<file path="config.mk">
export PLATFORM = sky130hd
export DESIGN_NAME = seq_alu_flags
export DESIGN_NICKNAME = d
export VERILOG_FILES = /design/src/rtl/seq_alu_flags_pkg.sv /design/src/rtl/seq_alu_flags_chunk_adder.sv /design/src/rtl/seq_alu_flags.sv
export SDC_FILE = /design/constraint.sdc
export NUM_CORES = 1
export LEC_CHECK = 0
export ABC_AREA = 1
export BUFFER_PORTS_ARGS = -buffer_cell sky130_fd_sc_hd__buf_2
export CORE_UTILIZATION = 30
export DETAILED_ROUTE_END_ITERATION = 12
export MAX_ROUTING_LAYER = met4
export SYNTH_ARGS = -nofsm -noshare
export SYNTH_HDL_FRONTEND = slang
export SYNTH_SLANG_ARGS = --single-unit
</file>
<file path="constraint.sdc">
create_clock -name clk -period 2.14 [get_ports clk]
set_input_delay 0.214 -clock clk [delete_from_list [all_inputs] [get_ports clk]]
set_output_delay 0.214 -clock clk [all_outputs]
set_load 0.01 [all_outputs]
</file>
<file path="src/rtl/seq_alu_flags_pkg.sv">
// seq_alu_pkg: op encodings, FSM states and flag bundle shared by the sequential flag ALU
package seq_alu_pkg;
   localparam logic [1:0] OP_ADD = 2'b00;
   localparam logic [1:0] OP_SUB = 2'b01;
   localparam logic [1:0] OP_ADC = 2'b10;
   localparam logic [1:0] OP_SBB = 2'b11;
   typedef enum logic [1:0] {IDLE, RUN, DONE} state_t;
   typedef struct packed {
      logic s;
      logic zr;
      logic cy;
      logic p;
      logic v;
   } flags_t;
endpackage

</file>
<file path="src/rtl/seq_alu_flags_chunk_adder.sv">
// chunk_adder: combinational CHUNK-bit a+b+cin
// ports: a, b, cin in; sum, cout, c_msb (carry into the top bit) out
module chunk_adder #(
   parameter int CHUNK = 4
) (
   input  logic [CHUNK-1:0] a,
   input  logic [CHUNK-1:0] b,
   input  logic             cin,
   output logic [CHUNK-1:0] sum,
   output logic             cout,
   output logic             c_msb
);
   logic [CHUNK:0] full;
   always_comb begin
      full  = {1'b0, a} + {1'b0, b} + (CHUNK+1)'(cin);
      sum   = full[CHUNK-1:0];
      cout  = full[CHUNK];
      c_msb = full[CHUNK-1] ^ a[CHUNK-1] ^ b[CHUNK-1];
   end
endmodule

</file>
<file path="src/rtl/seq_alu_flags.sv">
// seq_alu_flags: multi-cycle ADD/SUB/ADC/SBB producing z and S/ZR/CY/P/V flags
// ports: clk, rst (async, active high); in_valid/in_ready, op, x, y accept an operation;
// out_valid/out_ready, z, s, zr, cy, p, v return the result.
// SEQ_ALU_AUX_CARRY_EN adds output ac (carry/borrow out of bit 3).
module seq_alu_flags
   import seq_alu_pkg::*;
#(
   parameter int WIDTH = 16,
   parameter int CHUNK = 4
) (
   input  logic             clk,
   input  logic             rst,
   input  logic             in_valid,
   output logic             in_ready,
   input  logic [1:0]       op,
   input  logic [WIDTH-1:0] x,
   input  logic [WIDTH-1:0] y,
   output logic             out_valid,
   input  logic             out_ready,
   output logic [WIDTH-1:0] z,
   output logic             s,
   output logic             zr,
   output logic             cy,
   output logic             p,
`ifdef SEQ_ALU_AUX_CARRY_EN
   output logic             v,
   output logic             ac
`else
   output logic             v
`endif
);
   localparam int N  = WIDTH / CHUNK;
   localparam int CW = (N > 1) ? $clog2(N) : 1;
   localparam int RW = WIDTH - CHUNK;
   state_t           state_q, state_d;
   logic [CW-1:0]    cnt_q, cnt_d;
   logic [WIDTH-1:0] xr_q, xr_d, yr_q, yr_d, z_q, z_d;
   logic [RW-1:0]    res_q, res_d;
   logic             carry_q, carry_d, sub_q, sub_d, cf_q, cf_d;
   flags_t           flags_q, flags_d;
   logic [CHUNK-1:0] sum;
   logic             cout, c_msb, last;
   logic [WIDTH-1:0] full;
   // Operands shift right one chunk per cycle so the adder always sees the low chunk;
   // finished slices shift in from the top of res_q.
   chunk_adder #(.CHUNK(CHUNK)) u_add (
      .a(xr_q[CHUNK-1:0]), .b(yr_q[CHUNK-1:0]), .cin(carry_q),
      .sum(sum), .cout(cout), .c_msb(c_msb)
   );
   assign full = {sum, res_q};
   assign last = cnt_q == CW'(N-1);
`ifdef SEQ_ALU_AUX_CARRY_EN
   localparam int AK = 3 % CHUNK;
   localparam int AC = 3 / CHUNK;
   logic [AK+1:0] aux_sum;
   logic          aux_now, aux_sel, ac_t_q, ac_t_d, ac_q, ac_d;
   assign aux_sum = {1'b0, xr_q[AK:0]} + {1'b0, yr_q[AK:0]} + (AK+2)'(carry_q);
   assign aux_now = aux_sum[AK+1] ^ sub_q;
   assign aux_sel = cnt_q == CW'(AC);
   assign ac      = ac_q;
`endif
   always_comb begin
      state_d = state_q;
      cnt_d   = cnt_q;
      xr_d    = xr_q;
      yr_d    = yr_q;
      res_d   = res_q;
      carry_d = carry_q;
      sub_d   = sub_q;
      cf_d    = cf_q;
      z_d     = z_q;
      flags_d = flags_q;
`ifdef SEQ_ALU_AUX_CARRY_EN
      ac_t_d  = ac_t_q;
      ac_d    = ac_q;
`endif
      case (state_q)
         IDLE: if (in_valid) begin
            xr_d    = x;
            yr_d    = op[0] ? ~y : y;
            sub_d   = op[0];
            carry_d = (op == OP_ADD) ? 1'b0 : (op == OP_SUB) ? 1'b1 : (op == OP_ADC) ? cf_q : ~cf_q;
            cnt_d   = '0;
            state_d = RUN;
         end
         RUN: begin
            xr_d    = xr_q >> CHUNK;
            yr_d    = yr_q >> CHUNK;
            res_d   = full[WIDTH-1:CHUNK];
            carry_d = cout;
            cnt_d   = cnt_q + CW'(1);
`ifdef SEQ_ALU_AUX_CARRY_EN
            ac_t_d  = aux_sel ? aux_now : ac_t_q;
`endif
            if (last) begin
               z_d     = full;
               flags_d = {full[WIDTH-1], ~|full, cout ^ sub_q, ~^full, c_msb ^ cout};
               state_d = DONE;
`ifdef SEQ_ALU_AUX_CARRY_EN
               ac_d    = aux_sel ? aux_now : ac_t_q;
`endif
            end
         end
         DONE: if (out_ready) begin
            cf_d    = flags_q.cy;
            state_d = IDLE;
         end
         default: state_d = IDLE;
      endcase
   end
   always_ff @(posedge clk or posedge rst) begin
      if (rst) begin
         state_q <= IDLE;
         cnt_q   <= '0;
         xr_q    <= '0;
         yr_q    <= '0;
         res_q   <= '0;
         carry_q <= 1'b0;
         sub_q   <= 1'b0;
         cf_q    <= 1'b0;
         z_q     <= '0;
         flags_q <= '0;
`ifdef SEQ_ALU_AUX_CARRY_EN
         ac_t_q  <= 1'b0;
         ac_q    <= 1'b0;
`endif
      end else begin
         state_q <= state_d;
         cnt_q   <= cnt_d;
         xr_q    <= xr_d;
         yr_q    <= yr_d;
         res_q   <= res_d;
         carry_q <= carry_d;
         sub_q   <= sub_d;
         cf_q    <= cf_d;
         z_q     <= z_d;
         flags_q <= flags_d;
`ifdef SEQ_ALU_AUX_CARRY_EN
         ac_t_q  <= ac_t_d;
         ac_q    <= ac_d;
`endif
      end
   end
   assign in_ready           = state_q == IDLE;
   assign out_valid          = state_q == DONE;
   assign z                  = z_q;
   assign {s, zr, cy, p, v}  = flags_q;
endmodule
</file>
==> reports/qor.yml, run 1 <==
sta:
  period_share_pct: 105.8
  rsz0062_at_grt: "true"
  max_freq_mhz: 441.7
  slew_violations: 0
  fin_crit_ns: 2.264
  fin_hold_ws_ns: 0.07653
  setup_ws_ns: -0.1239
  hold_viol_final: 0
  setup_viol: 1
  maxSlewHeadroom_pct: 56.00
  tightest_slew_ns: 0.6591
  fin_skew_ns: 0.003447
setup_path:
  worstPathMaxFanout: 3
  cp-end-kind: "register"
  rrSetupSlack_ns: -0.12
  required_ns: 2.36
  critical_path_class: "register to register"
  reg2regPathDepth: 14
  crit_start: "carry_q"
  r2r_end: "p"
  crit_path_start_kind: "register"
  rr_startpoint: "carry_q"
  cp-endpoint: "p"
  cp_data_arrival_time_ns: 2.49
final_layout:
  fillCellCount: 1179
  nNetsFinal: 495
  areaGrowthSynthToFinish_pct: 20.52
  mostFrequentLayoutCells: "nand2_1 (85), dfrtp_1 (71), buf_2 (60)"
  utilization_pct: 37.00
  diodes: 0
  layout_commonest_cell: "nand2_1"
  final_cell_area_um2: 4225
  drive_gt1_share_pct: 22.60
global_routing:
  grt_overflow: 0
  grt_pass1_wl_mm: 13.03
  grt_max_degree: 39
  grt_pass1_vias: 2721
  antenna_found_initial: 0
  grt_use_total_pct: 14.70
clock_tree:
  worstSkewPairLatency_ns: 0.33
  cts_made_buffers: 9
  htreeDepth: 3
  clock_sink_count: 71
  cts_tree: "yes"
  postCtsSetupRepairBufs: 0
  clk_pin_slew_ns: 0.05
  root_buffer: "clkbuf_16"
  clock_path_buffers: 2
synthesis:
  synth_edf_count: 0
  ys_seq_elements: 71
  avgSynthCellArea_um2: 9.130
  synthesis.nets: 435
  synthFlopType: "dfrtp_1"
  synth_cell_type_count: 28
  ys_warn_count: 0
  synthCells: 384
  ys_async_sr_fraction_pct: 100.0
  yosysSeqAreaShare_pct: 50.68
  synthesis.area_um2: 3506
placement:
  hpwlAfterDp_mm: 5.517
  portBuffers: 60
  dpl-instance-area_um2: 3945
  gp_congestion: 0.7953
floorplanning:
  die_height_um: 110.1
  core_um2: 11420
  fp-row-count: 39
  die_area_um2: 12120
  pin_count: 61
  start_util_pct: 30.70
  fp.dieW_um: 110.1
worst_hold_path:
  worstHoldPathType: "input pin to register"
  hold_start: "out_ready"
  worstHoldPathCells: 2
status:
  violations: "negative setup slack"
  outcome: "complete, but fails checks"
routing:
  ant_nets: 0
  vias_per_cell: 4.710
  dr.pass1.iters: 4
  avgRoutedWirePerCell_um: 13.19
  wl_met1_mm: 3.525
  first_iter_violations: 155
  wl_met3_um: 395
  top_layer: "met4"
  dr_wl_met2_mm: 3.747
  drc_errors: 0
  wirelength_mm: 7.785
  via_count: 2779
power:
  power.leakage_uw: 0.002098
  p_per_area_nw_per_um2: 1774
  peakVddDrop_uv: 722.0
run:
  drv_cap: 0
[cells in the mapped netlist, drive strengths merged (2+ instances only)]
master / number / area share, %
nand3: 14 / 2.0
buf: 12 / 2.3
fa: 2 / 1.1
a221oi: 12 / 3.0
o21ai: 41 / 6.7
xor2: 3 / 0.75
nor2: 11 / 1.8
o221ai: 10 / 2.5
inv: 63 / 6.7
dfrtp: 71 / 51
xnor2: 17 / 4.2
ha: 11 / 3.9
nor3: 12 / 1.7
o211ai: 4 / 0.86
o22ai: 2 / 0.36
clkbuf: 7 / 0.75
a21oi: 3 / 0.43
nand2: 85 / 9.1
[report_power, final]
group | internal, uW | leakage (uW) | switching [uW] | total (uW)
sequential | 1970 | 0.000888 | 302 | 2280
clock | 833 | 0.000132 | 533 | 1370
combinational | 1450 | 0.00108 | 2400 | 3860
total | 4260 | 0.00210 | 3240 | 7500
[sequential cells by signal (all words and copies together) (netlist names), 2 cells and up]
register,count
cnt_q,2
z,16
res_q,12
xr_q,16
yr_q,16
state_q,2
[how the worst min path moves through the flow]
stage | to | slack [ns]
floorplan | state_q[1] | 0.30
global placement | state_q[1] | 0.21
detailed placement | state_q[1] | 0.22
CTS | state_q[1] | 0.07
global route | state_q[1] | 0.07
finish | state_q[1] | 0.08
[routing by layer]
metal	up-vias	GRT usage (%)
li1	1367	-
met1	1322	17.72
met2	79	23.53
met3	11	4.174
met4	0	5.263
met5	-	-
[kinds of logic after synthesis]
group	after synthesis	share of synthesized area, %
fa+ha+maj	13	5.068
flops	71	50.68
xor+xnor	20	4.996
simple gates	123	14.81
mux	1	0.3212
compound gates	74	14.31
buf+inv	82	9.815
[repair_timing]
action | CTS | global route
resized for setup | 2 | 2
hold endpoints to repair | 14 | 0
endpoints found under the setup margin | 1 | 3
hold buffers | 1 | 0
[final cells by class]
class,instances,area (um2),area share [%]
multi-input combinational,231,1393,32.96
sequential,71,1777,42.05
clock buffer,13,260.3,6.159
clock inverter,1,5.005,0.1184
tap,143,178.9,4.235
timing repair buffer,68,375.4,8.884
inverter,63,236.5,5.597
[per-stage QoR]
step	total power, uW	instances	TNS [ns]	setup WS [ns]
3_3_place_gp	5982	575	-0.04826	-0.04826
3_5_place_dp	6110	575	-0.09437	-0.09437
6_report	7497	590	-0.1239	-0.1239
2_1_floorplan	5150	384	0	0.02795
4_1_cts	7524	590	-0.09752	-0.09752
5_1_grt	8253	590	-0.2667	-0.2631
[worst max-delay path: stages, from the launching register on]
cell and delay, ns:
dfrtp_1 0.34, inv_2 0.05, fa_2 0.40, fa_1 0.48
ha_1 0.31, inv_1 0.06, nand3_1 0.06, nand2_1 0.08
inv_1 0.04, nand2_1 0.05, nand2_1 0.06, inv_1 0.06
nand2_1 0.07, nand3_2 0.05, nand2_1 0.04
No activity file was read; power rests on OpenSTA's default activity.
==> run 2: changes to the inputs <==
--- a/config.mk
+++ b/config.mk
@@ -7,9 +7,11 @@
 export LEC_CHECK = 0
 export ABC_AREA = 1
 export BUFFER_PORTS_ARGS = -buffer_cell sky130_fd_sc_hd__buf_2
-export CORE_UTILIZATION = 30
+export CORE_UTILIZATION = 45
 export DETAILED_ROUTE_END_ITERATION = 12
 export MAX_ROUTING_LAYER = met4
+export PLACE_DENSITY = 0.69
+export RECOVER_POWER = 50
 export SYNTH_ARGS = -nofsm -noshare
 export SYNTH_HDL_FRONTEND = slang
 export SYNTH_SLANG_ARGS = --single-unit
==> run 2 against run 1 <==
Compared with the run above:
- the flow still finishes with violations (negative setup slack)
- setup slack lost 0.086 ns
- cell count decreased by 6.9%
- sequential cell count did not move
- wire length shrank 5.6%
- maximum frequency is 3.6% lower
- worst hold slack worse by 0.017 ns
- die area is 33% lower
- core utilization is 18 points higher
- largest cell class unchanged
- critical path type unchanged
- via count is 0.83% lower
- global-route usage increased by 5.7 points
- sequential share of layout area up 1.2 points
- sequential power about the same
==> reports/qor.yml, run 2 (same netlist as run 1, synthesis figures left out) <==
clock_tree:
  htreeDepth: 3
  cts_made_buffers: 9
  cts_tree: "yes"
  clock_sink_count: 71
  root_buffer: "clkbuf_8"
  worstSkewPairLatency_ns: 0.35
  clock_path_buffers: 2
  clk_pin_slew_ns: 0.07
final_layout:
  utilization_pct: 55.50
  nNetsFinal: 496
  mostFrequentLayoutCells: "nand2_1 (80), dfrtp_1 (71), inv_1 (54)"
  areaGrowthSynthToFinish_pct: 17.27
  layout_commonest_cell: "nand2_1"
  stdcell_count: 549
  final_cell_area_um2: 4111
  drive_gt1_share_pct: 20.22
  diodes: 0
placement:
  hpwlAfterDp_mm: 5.094
  dpl-instance-area_um2: 3890
  gp_congestion: 0.7819
  portBuffers: 60
  dp_cells: 531
  place_ws_ns: -0.1451
setup_path:
  max_stage_delay_ns: 0.54
  critPathBufInv: 4
  cpMaxStageDelayCell: "fa_1"
  cp-end-kind: "register"
  cp_common_cell: "nand2_2"
  critical_path_class: "register to register"
  critical_path.top_delay_family: "adder cells"
  crit_path_start_kind: "register"
  crit_chain: "inv_2 > fa_2 > fa_1 > ha_1 > inv_1 > nand3_2 > nand2_2 > inv_2 > nand2_2 > nand2_2 > inv_2 > nand2_2 > nand3_2 > nand2_1"
  worstPathMaxFanout: 3
  required_ns: 2.38
  cp_data_arrival_time_ns: 2.59
routing:
  first_iter_violations: 146
  vias_per_cell: 5.020
  avgRoutedWirePerCell_um: 13.39
  via_count: 2756
  wirelength_mm: 7.349
  drc_errors: 0
  dr.pass1.iters: 4
  ant_nets: 0
sta:
  slew_violations: 0
  max_freq_mhz: 425.6
  period_share_pct: 109.8
  fin_tns_setup_ns: -0.2096
  fin_crit_ns: 2.350
  rsz0062_at_grt: "true"
  tightest_slew_ns: 1.186
  hold_viol_final: 0
  setup_ws_ns: -0.2096
  setup_viol: 1
  fin_skew_ns: 0.007788
  maxSlewHeadroom_pct: 20.84
floorplanning:
  core_um2: 7408
  die_area_um2: 8148
  fp-row-count: 31
  start_util_pct: 47.32
  fp.dieW_um: 90.27
  die_height_um: 90.27
  pin_count: 61
global_routing:
  grt_pass1_wl_mm: 12.77
  grt_max_degree: 41
  grt-busiest-layer: "met2"
  grtUsageMet2_pct: 33.91
  met3_usage_pct: 5.303
  grt_overflow: 0
  grt_pass1_vias: 2735
  antenna_found_initial: 0
  grtUsageMet1_pct: 24.16
  grt_use_total_pct: 20.40
status:
  violations: "negative setup slack"
  outcome: "complete, but fails checks"
run:
  drv_cap: 0
power:
  peakVddDrop_uv: 781.2
  power.leakage_uw: 0.002004
  p_per_area_nw_per_um2: 1833
worst_hold_path:
  worstHoldPathType: "input pin to register"
-- run 2: routing by layer --
| metal | part of all wire [%] | routed length, um |
|---|---|---|
| met4 | 1.7 | 126 |
| met1 | 45 | 3317 |
| met2 | 50 | 3670 |
| met3 | 3.2 | 234 |
| met5 | 0 | 0 |
-- run 2: stage by stage --
stage	hold slack [ns]	power, uW
2_1_floorplan	0.3003	5150
3_3_place_gp	0.3670	5949
3_5_place_dp	0.3709	6131
4_1_cts	0.04511	7348
5_1_grt	0.03753	8275
6_report	0.05941	7534
-- run 2: where the power goes --
part           total (uW)  internal (uW)  switching, uW
Clock                1190            688            502
Sequential           2290           1970            318
Combinational        4060           1500           2550
Total                7530           4160           3370
-- run 2: cell type report --
cell class / count / area (um2)
sequential: 71 / 1777
fill: 698 / 3297
tap: 99 / 123.9
inverter: 63 / 236.5
clock buffer: 11 / 141.4
clock inverter: 5 / 81.33
multi-input combinational: 231 / 1410
timing repair buffer: 69 / 341.6
-- run 2: timing repair --
action	4_1_cts	5_1_grt
setup endpoints to repair	1	1
resized for setup	1	12
buffers inserted	0	1
hold buffers	1	0
pin swaps	0	8
endpoints found under the hold margin	31	0
-- run 2: path summary, 6_finish.rpt --
check,startpoint,to,slack [ns],depth (start not counted)
worst max-delay path,yr_q[0],p,-0.21,14
worst min-delay path,out_ready,state_q[1],0.06,2
worst max register to register,yr_q[0],p,-0.21,14
worst min register to register,z[1],z[1],0.48,2
max in group asynchronous,rst,yr_q[1],0.28,4
min in group asynchronous,rst,z[6],0.73,3
-- run 2: worst register-to-register path, delay by kind of cell, from the launching register on --
family	cells	cell delay, ns
flip-flops	1	0.36
buffers and inverters	4	0.21
AND/OR/NAND/NOR	7	0.39
adder cells (fa/ha/maj)	3	1.27
==> run 3: changes to the inputs <==
--- a/config.mk
+++ b/config.mk
@@ -7,10 +7,11 @@
 export LEC_CHECK = 0
 export ABC_AREA = 1
 export BUFFER_PORTS_ARGS = -buffer_cell sky130_fd_sc_hd__buf_2
-export CORE_UTILIZATION = 45
+export CORE_UTILIZATION = 50
 export DETAILED_ROUTE_END_ITERATION = 12
+export GPL_TIMING_DRIVEN = 0
 export MAX_ROUTING_LAYER = met4
-export PLACE_DENSITY = 0.69
+export PLACE_DENSITY = 0.75
 export RECOVER_POWER = 50
 export SYNTH_ARGS = -nofsm -noshare
 export SYNTH_HDL_FRONTEND = slang
==> run 3 against run 2 <==
Compared with the run above:
- cell count increased by 1.8%
- wire length increased by 1.3%
- the flow still finishes with violations (negative setup slack)
- final area increased by 1.1%
- setup slack improved by 0.11 ns
- sequential cell count unchanged
- combinational power increased by 9.6%
- non-clock buffer count increased by 14
- largest cell class unchanged
- clock skew increased by 0.0050 ns
- worst hold slack improved by 0.0028 ns
- die area decreased by 9.8%
- clock-buffer cell count unchanged
- critical path type unchanged
- register-to-register slack improved by 0.11 ns
==> reports/qor.yml, run 3 (same netlist as run 1, synthesis figures left out) <==
sta:
  period_share_pct: 104.8
  rsz0062_at_grt: "true"
  setup_ws_ns: -0.1037
  fin_skew_ns: 0.01275
  maxSlewHeadroom_pct: 4.789
  max_freq_mhz: 445.7
  fin_crit_ns: 2.244
  slew_violations: 0
  setup_viol: 1
  tightest_slew_ns: 1.426
  hold_viol_final: 0
routing:
  via_count: 2826
  ant_nets: 0
  wirelength_mm: 7.447
  dr.pass1.iters: 4
  vias_per_cell: 5.055
  first_iter_violations: 79
  avgRoutedWirePerCell_um: 13.32
  drc_errors: 0
setup_path:
  required_ns: 2.38
  worstPathMaxFanout: 2
  cp_data_arrival_time_ns: 2.49
  crit_path_start_kind: "register"
  cp-end-kind: "register"
  critical_path_class: "register to register"
power:
  pwr-share-clk_pct: 12.0
  net-switching-power_uw: 3467
  switching_share_pct: 45.42
  power.leakage_uw: 0.002056
  peakVddDrop_uv: 879.5
  power.internal_uw: 4167
  seqPwrFrac_pct: 29.7
  comb_power_share_pct: 58.3
  p_per_area_nw_per_um2: 1837
placement:
  place_ws_ns: -0.1831
  gp_congestion: 0.8362
  hpwlAfterDp_mm: 5.403
  portBuffers: 59
clock_tree:
  cts_made_buffers: 9
  clock_sink_count: 71
  clock_path_buffers: 2
  root_buffer: "clkbuf_8"
  htreeDepth: 3
  clk_pin_slew_ns: 0.08
  cts-hold-fix-buffers: 0
  cts_tree: "yes"
  worstSkewPairLatency_ns: 0.35
global_routing:
  grt_max_degree: 72
  grt_overflow: 0
  grt_use_total_pct: 23.87
  grt_pass1_wl_mm: 13.04
  grt_pass1_vias: 2896
  antenna_found_initial: 0
floorplanning:
  core_um2: 6794
  start_util_pct: 51.60
  pin_count: 61
  die_area_um2: 7350
  fp-row-count: 30
  fp.dieW_um: 85.74
  die_height_um: 85.74
final_layout:
  fillCellCount: 628
  utilization_pct: 61.16
  nNetsFinal: 510
  areaGrowthSynthToFinish_pct: 18.52
  layout_commonest_cell: "nand2_1"
  mostFrequentLayoutCells: "nand2_1 (80), dfrtp_1 (71), buf_2 (57)"
  diodes: 0
  drive_gt1_share_pct: 24.62
status:
  outcome: "complete, but fails checks"
  violations: "negative setup slack"
worst_hold_path:
  worstHoldPathType: "input pin to register"
run:
  drv_cap: 0
==> run 3: cell count changes in the layout (fill, tap and decap cells not counted), moves of 2 or more <==
| cell | delta |
|---|---|
| clkbuf_1 | -4 |
| inv_2 | +2 |
| bufinv_16 | -2 |
| buf_6 | +3 |
| inv_1 | -2 |
| clkinv_2 | +2 |
| buf_2 | +18 |
==> run 3: metrics by stage <==
stage	hold WS (ns)	area, um2	total power [uW]	instances	TNS [ns]
floorplan	0.3003	3508	5150	384	0
global placement	0.4139	3924	5996	539	-51.00
detailed placement	0.4195	3926	6186	539	-0.2062
CTS	0.05662	4110	7218	556	-0.1957
global route	0.06670	4155	8394	559	-0.2252
finish	0.06226	4155	7634	559	-0.1037
==> run 3: path summary, 6_finish.rpt <==
path	startpoint	endpoint	slack (ns)	depth (start not counted)
setup reg to reg	xr_q[0]	p	-0.10	14
hold / removal	out_ready	state_q[1]	0.06	2
hold reg to reg	res_q[5]	res_q[1]	0.48	2
max in group asynchronous	rst	yr_q[10]	1.00	2
min in group asynchronous	rst	z[10]	0.29	2
setup / recovery	xr_q[0]	p	-0.10	14
==> run 3: layout make-up <==
type	instances	area (um2)	share of cell area (%)
Sequential cell	71	1777	42.76
Tap cell	96	120.1	2.891
Timing Repair Buffer	64	320.3	7.709
Inverter	63	236.5	5.691
Clock buffer	11	141.4	3.403
Buffer	19	107.6	2.590
Clock inverter	4	22.52	0.5420
Multi-Input combinational cell	231	1430	34.42
==> run 3: routing by layer <==
metal / GRT usage, % / vias to the layer above / routed length (um)
li1: - / 1404 / -
met1: 28.24 / 1327 / 3297
met2: 38.40 / 70 / 3591
met3: 4.427 / 25 / 263
met4: 13.79 / 0 / 293
met5: - / - / 0
==> run 3: critical path: stages, from the launching register on <==
cell     delay [ns]
dfrtp_1        0.35
inv_2          0.05
fa_2           0.40
fa_2           0.58
ha_4           0.22
inv_2          0.05
nand3_2        0.05
nand2_2        0.08
inv_2          0.03
nand2_2        0.05
nand2_2        0.06
inv_2          0.05
nand2_2        0.04
nand3_2        0.06
nand2_1        0.05
==> run 3: what timing repair did <==
action,in CTS,in global routing
pin swaps,7,7
setup endpoints to repair,2,3
resized for setup,3,13
buffers inserted,2,3
==> run 3: power groups by stage <==
stage / sequential [uW] / clock, uW / combinational [uW]
6_report: 2270 / 920 / 4450
5_1_grt: 2340 / 998 / 5060
4_1_cts: 2270 / 940 / 4010
3_5_place_dp: 2290 / 0 / 3900
3_3_place_gp: 2270 / 0 / 3730
2_1_floorplan: 2300 / 0 / 2850
